===== src/rtl/pc_redirect.sv =====
// Fetch-address sequencer: issues word-aligned instruction fetches, steers to
// branch/jump targets, squashes in-flight requests on the wrong path, honours stalls.
module pc_redirect #(
   parameter logic [31:0] RESET_PC = 32'h0000_0000
) (
   input  logic        clk,
   input  logic        reset,
   input  logic        branch_valid,
   input  logic        branch_taken,
   input  logic [31:0] branch_target,
   input  logic        jump_valid,
   input  logic [31:0] jump_target,
   input  logic        stall,
   input  logic        imem_ack,
   output logic        imem_req,
   output logic [31:0] imem_addr,
   output logic        fetch_valid,
   output logic [31:0] pc_f,
   output logic        flush_d,
   output logic        flush_e,
   output logic        misalign_err
);

   typedef enum logic [1:0] {FETCH, KILL, HOLD} state_t;

   state_t      state_q, state_d;
   logic        req_q, req_d;
   logic [31:0] addr_q, addr_d;
   logic        fetch_valid_q, fetch_valid_d;
   logic [31:0] pc_f_q, pc_f_d;
   logic        kill_q, kill_d;
   logic        misalign_q, misalign_d;
   logic [31:0] tgt_q, tgt_d;

   logic        branch_redir;
   logic        redirect;
   logic        bad_tgt;
   logic        good_redir;
   logic [31:0] target;

   // The branch is older than a concurrent jump, so its target takes priority.
   always_comb begin
      branch_redir = branch_valid & branch_taken;
      redirect     = branch_redir | jump_valid;
      target       = branch_redir ? branch_target : jump_target;
      bad_tgt      = redirect & (target[1:0] != 2'b00);
      good_redir   = redirect & ~bad_tgt;
   end

   always_comb begin
      state_d       = state_q;
      req_d         = req_q;
      addr_d        = addr_q;
      fetch_valid_d = 1'b0;
      pc_f_d        = pc_f_q;
      kill_d        = good_redir;
      misalign_d    = bad_tgt;
      tgt_d         = tgt_q;
      case (state_q)
         FETCH: begin
            if (req_q && !imem_ack) begin
               // Request cannot be withdrawn: remember where to go once it returns.
               if (good_redir) begin
                  state_d = KILL;
                  tgt_d   = target;
               end
            end else begin
               if (good_redir) begin
                  addr_d = target;
               end else if (req_q) begin
                  fetch_valid_d = 1'b1;
                  pc_f_d        = addr_q;
                  addr_d        = addr_q + 32'd4;
               end
               req_d   = ~stall;
               state_d = stall ? HOLD : FETCH;
            end
         end
         KILL: begin
            if (good_redir) begin
               tgt_d = target;
            end
            if (imem_ack) begin
               addr_d  = good_redir ? target : tgt_q;
               req_d   = ~stall;
               state_d = stall ? HOLD : FETCH;
            end
         end
         HOLD: begin
            if (good_redir) begin
               addr_d = target;
            end
            if (!stall) begin
               req_d   = 1'b1;
               state_d = FETCH;
            end
         end
         default: begin
            state_d = FETCH;
         end
      endcase
   end

   always_ff @(posedge clk or negedge reset) begin
      if (!reset) begin
         state_q       <= FETCH;
         req_q         <= 1'b0;
         addr_q        <= RESET_PC;
         fetch_valid_q <= 1'b0;
         pc_f_q        <= 32'h0000_0000;
         kill_q        <= 1'b0;
         misalign_q    <= 1'b0;
         tgt_q         <= 32'h0000_0000;
      end else begin
         state_q       <= state_d;
         req_q         <= req_d;
         addr_q        <= addr_d;
         fetch_valid_q <= fetch_valid_d;
         pc_f_q        <= pc_f_d;
         kill_q        <= kill_d;
         misalign_q    <= misalign_d;
         tgt_q         <= tgt_d;
      end
   end

   assign imem_req     = req_q;
   assign imem_addr    = addr_q;
   assign fetch_valid  = fetch_valid_q;
   assign pc_f         = pc_f_q;
   assign flush_d      = kill_q;
   assign flush_e      = kill_q;
   assign misalign_err = misalign_q;

endmodule


===== config.mk =====
export PLATFORM = sky130hd
export DESIGN_NAME = pc_redirect
export DESIGN_NICKNAME = d
export VERILOG_FILES = /design/src/rtl/pc_redirect.sv
export SDC_FILE = /design/constraint.sdc
export NUM_CORES = 1
export LEC_CHECK = 0
export ABC_CLOCK_PERIOD_IN_PS = 2400
export CAP_MARGIN = 20
export CORE_AREA = 3 3 111 113
export CTS_CLUSTER_SIZE = 25
export DETAILED_ROUTE_END_ITERATION = 12
export DIE_AREA = 0 0 114 116
export HOLD_SLACK_MARGIN = 0.08
export PLACE_DENSITY_LB_ADDON = 0.15
export SETUP_SLACK_MARGIN = 0.15
export SLEW_MARGIN = 10
export SYNTH_ARGS = -nofsm -noshare
export SYNTH_HDL_FRONTEND = slang
export SYNTH_SLANG_ARGS = --single-unit

===== constraint.sdc =====
create_clock -name clk -period 2.4 [get_ports clk]
set_input_delay 0.24 -clock clk [delete_from_list [all_inputs] [get_ports clk]]
set_output_delay 0.24 -clock clk [all_outputs]
set_load 0.05 [all_outputs]

### Yosys cells after proc, flatten, opt, wreduce, memory -nomap -nowiden

Index checks and enable logic that the tools add are counted.
W data, S select, Z words.

| storage, ports and cells | value |
|---|---|
| bits of input ports | 71 |
| output and inout bits | 69 |
| bits in registers | 102 |

| cells by class | value |
|---|---|
| bitwise operators | 8 |
| equality and inequality tests | 9 |
| muxes and demuxes | 24 |
| reductions and logical operators | 11 |
| add/sub/neg operators | 1 |

Operators with widths:

| kind | number |
|---|---|
| $mux W32 | 8 |
| $pmux W32 S3 | 1 |
| $pmux W32 S2 | 1 |
| $add A32 B3 Y32 const B | 1 |
| $mux W2 | 5 |
| $ne A2 B2 Y1 const B | 5 |
| $reduce_and A4 Y1 | 2 |
| $mux W1 | 7 |
| $ne A3 B3 Y1 const B | 2 |
| $pmux W2 S3 | 1 |
| $reduce_and A5 Y1 | 1 |
| $not A1 Y1 | 4 |
| $reduce_bool A2 Y1 | 2 |
| $and A1 B1 Y1 | 3 |
| $pmux W1 S3 | 1 |
| $reduce_and A3 Y1 | 1 |
| $reduce_bool A3 Y1 | 1 |
| $eq A2 B1 Y1 const B | 1 |
| $eq A2 B2 Y1 const B | 1 |
| $logic_not A2 Y1 | 1 |
| $reduce_and A2 Y1 | 1 |
| $logic_and A1 B1 Y1 | 1 |
| $logic_not A1 Y1 | 1 |
| $or A1 B1 Y1 | 1 |

### Logic depth before layout (Yosys ltp)

Gate-level depths: netlist (run 1).

| depth | value |
|---|---|
| depth in word-level cells | 9 |
| depth in mapped cells | 9 |

### Worst setup path after synthesis (run 1)

No wires, ideal clock.

| path | value |
|---|---|
| kind | flip-flop to flip-flop |
| start point | reg addr_q[6], in the netlist imem_addr[6] |
| end point | reg addr_q[29], in the netlist imem_addr[29] |
| path buffers | 1 |
| setup slack | 0.156 ns |
| period minus slack after synthesis | 2.244 ns |
| arrival | 2.179 ns |
| cell stages (with the launch flop) | 8 |
| path through | dfrtp_1 > buf_2 > nand4_2 > nor2_1 > nand4_4 > or4_4 > a211oi_2 > a21o_1 |

| between the ends | value |
|---|---|
| word-level cells in the longest chain between the ends | 5 |

RTL lines:

| what | RTL line | source |
|---|---|---|
| start: declaration | 28 | `logic [31:0] addr_q, addr_d;` |
| start signal: assignment | 117 | `addr_q <= addr_d;` |
| $add A32 B3 Y32 | 73 | `addr_d = addr_q + 32'd4;` |
| $mux W32 | 70 | `end else if (req_q) begin` |
| $mux W32 | 68 | `if (good_redir) begin` |
| $mux W32 | 61 | `if (req_q && !imem_ack) begin` |
| $pmux W32 S3 | 59 | `case (state_q)` |

No other way between the ends. The select of a mux whose other input is x is not followed.
A chain may end at the register's enable or synchronous reset.

### Final worst setup path (run 1)

| path | value |
|---|---|
| start point | reg addr_q[3], in the netlist imem_addr[3] |
| end point | reg addr_q[26], in the netlist imem_addr[26] |

The elaborated chain is that of the path after synthesis.

==> results of run 1 <==
## cells by family after synthesis
group	count (synthesis)	synth area share
xor+xnor	5	0.007736
flops	102	0.4509
fa+ha+maj	4	0.008842
compound gates	187	0.2195
buf+inv	51	0.04509
mux	66	0.1262
simple gates	162	0.1417
## what timing repair did
action / CTS / global route
endpoints found under the hold margin: 20 / 0
buffers inserted: 0 / 1
resized for setup: 0 / 4
endpoints found under the setup margin: 0 / 10
hold buffers: 1 / 0
## final cells by class
type	count	area (µm²)	share of cell area
timing repair buffer	196	1932	0.2443
clock buffer	10	229.0	0.02896
multi-input combinational	424	2889	0.3653
inverter	11	41.29	0.005222
sequential	102	2552	0.3228
tap	143	178.9	0.02263
clock inverter	5	85.08	0.01076
## worst reg2reg max path, stage by stage, from the launching register on
cell and delay [ns]:
dfrtp_1 0.45, ha_1 0.24, nand3_1 0.17, or3_1 0.46, nor3_2 0.31, a21oi_1 0.11, o21ai_0 0.17, nand3_1 0.09
## sequential cells by signal (all words and copies together), names as in the netlist
name / cells
imem_req: 1
flush_d: 1
misalign_err: 1
state_q: 2
pc_f: 32
fetch_valid: 1
imem_addr: 32
tgt_q: 32
## worst min-delay path by stage
| stage | start | endpoint | slack [ns] | cells after the start |
|---|---|---|---|---|
| final | reset | flush_d | 0.32 | 2 |
| after global routing | reset | tgt_q[25] | 0.33 | 2 |
| after CTS | reset | tgt_q[25] | 0.32 | 2 |
| after detailed placement | reset | pc_f[25] | 0.16 | 1 |
| after global placement | reset | pc_f[25] | 0.15 | 1 |
| after floorplan | reset | fetch_valid | -0.06 | 0 |
## per-layer routing
layer	routed length, µm	vias to the layer above
li1	-	2449
met1	7426	2607
met2	8053	239
met3	1324	27
met4	324	0
met5	0	-
## synth_stat cells (7+ instances only)
library cell	number	area (µm²)
o31ai_1	12	90.09
a211oi_1	7	52.55
nor2_1	57	214.0
inv_1	11	41.29
nand2_1	44	165.2
a221oi_1	8	70.07
mux2_2	42	473.0
nand3_1	15	75.07
dfrtp_1	102	2552
o21ai_0	47	235.2
a21oi_1	52	260.3
mux2i_1	23	230.2
clkbuf_1	12	45.04
a31oi_1	7	43.79
buf_2	17	85.08
nor3_1	12	60.06
## layout by cell type (no fill, tap or decap), types with 3 or more instances in the layout
cell type,instances
clkdlybuf4s50_1,138
dfrtp_1,102
nor2_1,57
a21oi_1,51
buf_4,48
o21ai_0,47
nand2_1,44
mux2_2,42
mux2i_1,23
nand3_1,15
o31ai_1,12
inv_1,11
nor3_1,11
clkbuf_16,9
buf_12,9
a221oi_1,8
a31oi_1,7
a211oi_1,7
a21o_1,6
and3_1,6
o2bb2ai_1,6
a22o_1,5
nand4_1,4
o211ai_1,4
xnor2_1,4
and2_1,3
a22oi_1,3
o211a_1,3
a32o_1,3
a2bb2oi_1,3
ha_1,3
## power by group through the flow
stage	combinational, mW	clock, mW	sequential (mW)
2_1_floorplan	2.31	0	4.87
3_3_place_gp	6.26	0	3.12
3_5_place_dp	6.37	0	3.17
4_1_cts	6.40	1.59	3.15
5_1_grt	6.86	1.65	3.26
6_report	6.43	1.56	3.16
==> metrics, run 1 <==
area grow syn2layout=39.70%; die height=116 µm; worst setup path end=imem_addr[26]; GRT Overall Usage=0.2640; Worst setup EP type=register; Crit Path Class=register to register; Top FF cell, synth=dfrtp_1; GR Util met3=0.05170; Slew HR=0.6491; Root Driver=clkbuf_16; Fill cells=908; Tmin final=2.135 ns; Crit path depth=7; clk_skew=0.004545 ns; number of hold violations in the final report=0; WP data arrival=2.37 ns; critical path, cell by cell=ha_1, nand3_1, or3_1, nor3_2, a21oi_1, o21ai_0, nand3_1; slowest cell delay on critical path=0.46 ns; crit-path max FO=6; Clock transition at path regs=0.07 ns; Setup TNS=0 ns; CTS tree=yes; grt peak-use layer=met2; EDFF count, synth=0; vias in the first global route=5223; final wirelength=17.13 mm; syn avg cell area=9.810 µm²; TritonCTS Buffers=9; Setup WS post-layout=0.2653 ns; post-route cell area=7908 µm²; Comb power frac=0.577; CTS sink count=102; clock power share=0.140; period utilization=0.8894; CP required=2.64 ns; maximum VDD drop=1.184 mV; Slowest-stage cell, CP=or3_1; overall die width=114 µm; gpl congestion=0.8827; Ports=140; #FFs+latches synth=102; run status=finished clean; Cells after DPL=874; CP Buf/Inv Count=0; vias per inst=5.973; NetSw=5.226 mW; Post-Synthesis Cells=577; Post-Synthesis Cell Area=5660 µm²; GR Util met1=0.3705; dpl ws=0.01981 ns; maximum root-to-sink buffer count=2; Crit Reg-Reg Endpoint=imem_addr[26]; first-pass GRT wire length=27.46 mm; placeable core area=11420 µm²; Yosys warnings=0; ANT cells=0; Fmax=468.5 MHz; Worst Hold Class=input port to asynchronous set/reset pin; Max Cap Viol=0; Initial Util=0.4957; internal reg-to-reg setup slack=0.27 ns; gr ovfl total=0; layout net count=819; pin count of the biggest net entering global routing=49; Final Core Density=0.6925; layout cell share with drive strength beyond 1=0.1818; hpwl dp=12.90 mm; post-synth cell types=70; ANT nets after route=0; H-Tree Depth=3; DRT iter0 DRCs=490; switching part of the total=0.4690; post-route insts no fill=891; DR vias=5322; Buffers on Ports=139; Reg2Reg Depth=7; # DRC=0; Final Setup Violations=0; synthesized net count=652; DR WL/cell=19.22 µm; latest clock arrival within the worst-skew pair=0.35 ns; met2 Resource Use GR=0.4180; 1st-pass router iterations=5; hold slack=0.3172 ns; row count=39; post-synthesis sequential area ratio=0.4509; die area=13220 µm²; cell repeated most along the worst path=nand3_1; max-slew violations=0; Worst Tran Pin Value=0.5247 ns; Worst Setup SP=imem_addr[3]; Seq pwr share=0.283; CP Launch Type=register; DP Area=7562 µm²; worst r2r src=imem_addr[3]; Power Internal=5.918 mW; antenna violations before repair=0; Pwr Total=11.14 mW; P per Cell Area=1409 nW/µm²; RSZ-0062 raised after global routing=yes; Leak=3.286 nW; FFs w/ async S/R, synth=1.000; Top delay family on crit path=simple AND/OR/NAND/NOR gates
Note: power is estimated with default switching activity, not from simulation.
==> inputs of run 2 (changes only) <==
- PLACE_DENSITY: unset -> 0.8
- PLACE_DENSITY_LB_ADDON: 0.15 -> unset
- TNS_END_PERCENT: unset -> 1
==> run 2 against run 1 <==
Effect of this change:
- register-to-register slack lost 0.23 ns
- non-clock buffer count shrank 1
- sequential power about the same
==> metrics, run 2 (synthesized netlist as in run 1, its figures left out) <==
Worst setup EP type=register; max-slew violations=0 (unchanged); final wirelength=17.16 mm (+0.15%); pin count of the biggest net entering global routing=49 (unchanged); Root Driver=clkbuf_16; Worst Hold Class=input port to asynchronous set/reset pin; CP Launch Type=register; CP required=2.66 ns (+0.02 ns); post-route insts no fill=891 (unchanged); CTS tree=yes; maximum VDD drop=0.9522 mV (-20%); RSZ-0062 raised after global routing=yes; overall die width=114 µm (unchanged); hpwl dp=12.88 mm (-0.17%); P per Cell Area=1427 nW/µm² (+1.3%); area of the multi-input gates=2890 µm² (about the same); Final Setup Violations=0 (unchanged); Final Core Density=0.6930 (about the same); DR WL/cell=19.25 µm (+0.15%); 1st-pass router iterations=5 (unchanged); ANT cells=0 (unchanged); placeable core area=11420 µm² (unchanged); Leak=3.299 nW (+0.41%); period utilization=0.9840 (+0.09457); die height=116 µm (unchanged); GRT Overall Usage=0.2577 (-0.006248); clk_skew=0.006649 ns (+0.002104 ns); Crit Path Class=register to register; number of hold violations in the final report=0 (unchanged); area grow syn2layout=39.79% (about the same); latest clock arrival within the worst-skew pair=0.34 ns (about the same); commonest non-fill, non-tap cell in the layout=clkdlybuf4s50_1; Slew HR=0.6290 (-0.02007); CTS sink count=102 (unchanged); ANT nets after route=0 (unchanged); vias per inst=6.086 (+1.9%); gr ovfl total=0 (unchanged); WP data arrival=2.63 ns (+0.26 ns); crit-path max FO=8 (+2); layout cell share with drive strength beyond 1=0.1805 (-0.001337); Setup TNS=0 ns (unchanged); Initial Util=0.4957 (unchanged); vias in the first global route=5183 (-0.77%); first-pass GRT wire length=26.85 mm (-2.2%); maximum root-to-sink buffer count=2 (unchanged); row count=39 (unchanged); die area=13220 µm² (unchanged); Fill cells=868 (-4.4%); Tmin final=2.362 ns (+0.2270 ns); Fmax=423.4 MHz (-9.6%); # DRC=0 (unchanged); GR Util met3=0.03916 (-0.01253); hold slack=0.4388 ns (+0.1217 ns); run status=finished clean; H-Tree Depth=3 (unchanged); Ports=140 (unchanged); layout net count=818 (-0.12%); Worst Tran Pin Value=0.5565 ns (+0.03175 ns); register area=2552 µm² (unchanged); Cells after DPL=874 (unchanged); Max Cap Viol=0 (unchanged); TritonCTS Buffers=9 (unchanged); Pwr Total=11.29 mW (+1.3%); gpl congestion=0.9026 (+2.3%); DR vias=5423 (+1.9%); GR Util met1=0.3705 (about the same); DRT iter0 DRCs=524 (+6.9%); grt peak-use layer=met2; most frequent cells in the layout=clkdlybuf4s50_1 (138), dfrtp_1 (102), nor2_1 (57); met2 Resource Use GR=0.3997 (-0.01835); Clock transition at path regs=0.07 ns (about the same); Buffers on Ports=139 (unchanged); Setup Fix Bufs, Post-CTS=0 (unchanged); antenna violations before repair=0 (unchanged)
## run 2: changes by cell type in the layout (fill, tap and decap cells not counted), moves of 2 or more
cell	delta
buf_12	-2
clkbuf_8	+2
a211oi_1	-2
a211oi_2	+2
clkinv_4	-2
## run 2: what timing repair did
action | CTS | global route
endpoints found under the hold margin | 36 | 0
gates resized for setup | 1 | 2
endpoints found under the setup margin | 1 | 15
hold buffers | 1 | 0
## run 2: power by group
group | leakage (nW) | total, mW | internal [mW] | switching (mW)
Clock | 0.170 | 1.70 | 1.08 | 0.621
Combinational | 1.88 | 6.42 | 2.47 | 3.95
Sequential | 1.25 | 3.18 | 2.52 | 0.659
## run 2: path summary, 6_finish.rpt
kind	from	to	slack, ns	depth (start not counted)
hold / removal	reset	pc_f[0]	0.44	2
max in group asynchronous	reset	tgt_q[5]	1.21	3
min in group clk	pc_f[9]	pc_f[9]	0.50	1
setup reg to reg	state_q[0]	imem_addr[11]	0.04	9
hold reg to reg	pc_f[9]	pc_f[9]	0.50	1
setup / recovery	state_q[0]	imem_addr[11]	0.04	9
## run 2: worst max-delay path, cell delays in order (launching register included)
cell	delay, ns
dfrtp_1	0.38
inv_1	0.09
ha_1	0.45
inv_1	0.16
buf_4	0.18
nand2_1	0.11
buf_4	0.18
nor3_1	0.43
a211oi_2	0.14
o21ai_0	0.16
## run 2: cell type report
class	instances	area share
multi-input cells	424	0.3653
flip-flops and latches	102	0.3226
repair buffers	195	0.2400
clock buffers	13	0.03289
well taps	143	0.02261
clock inverters	3	0.01139
inverters	11	0.005218
## run 2: per-layer routing
layer  part of all wire  vias up
li1                   -     2472
met1               0.42     2583
met2               0.46      324
met3              0.089       44
met4              0.026        0
met5                  0        -
## run 2: stage by stage
stage | worst slack (ns) | cell area, µm²
6_report | 0.03839 | 7913
3_5_place_dp | -0.08859 | 7537
3_3_place_gp | 0.01754 | 7537
5_1_grt | -0.02256 | 7913
2_1_floorplan | 0.1561 | 5660
4_1_cts | 0.1657 | 7903
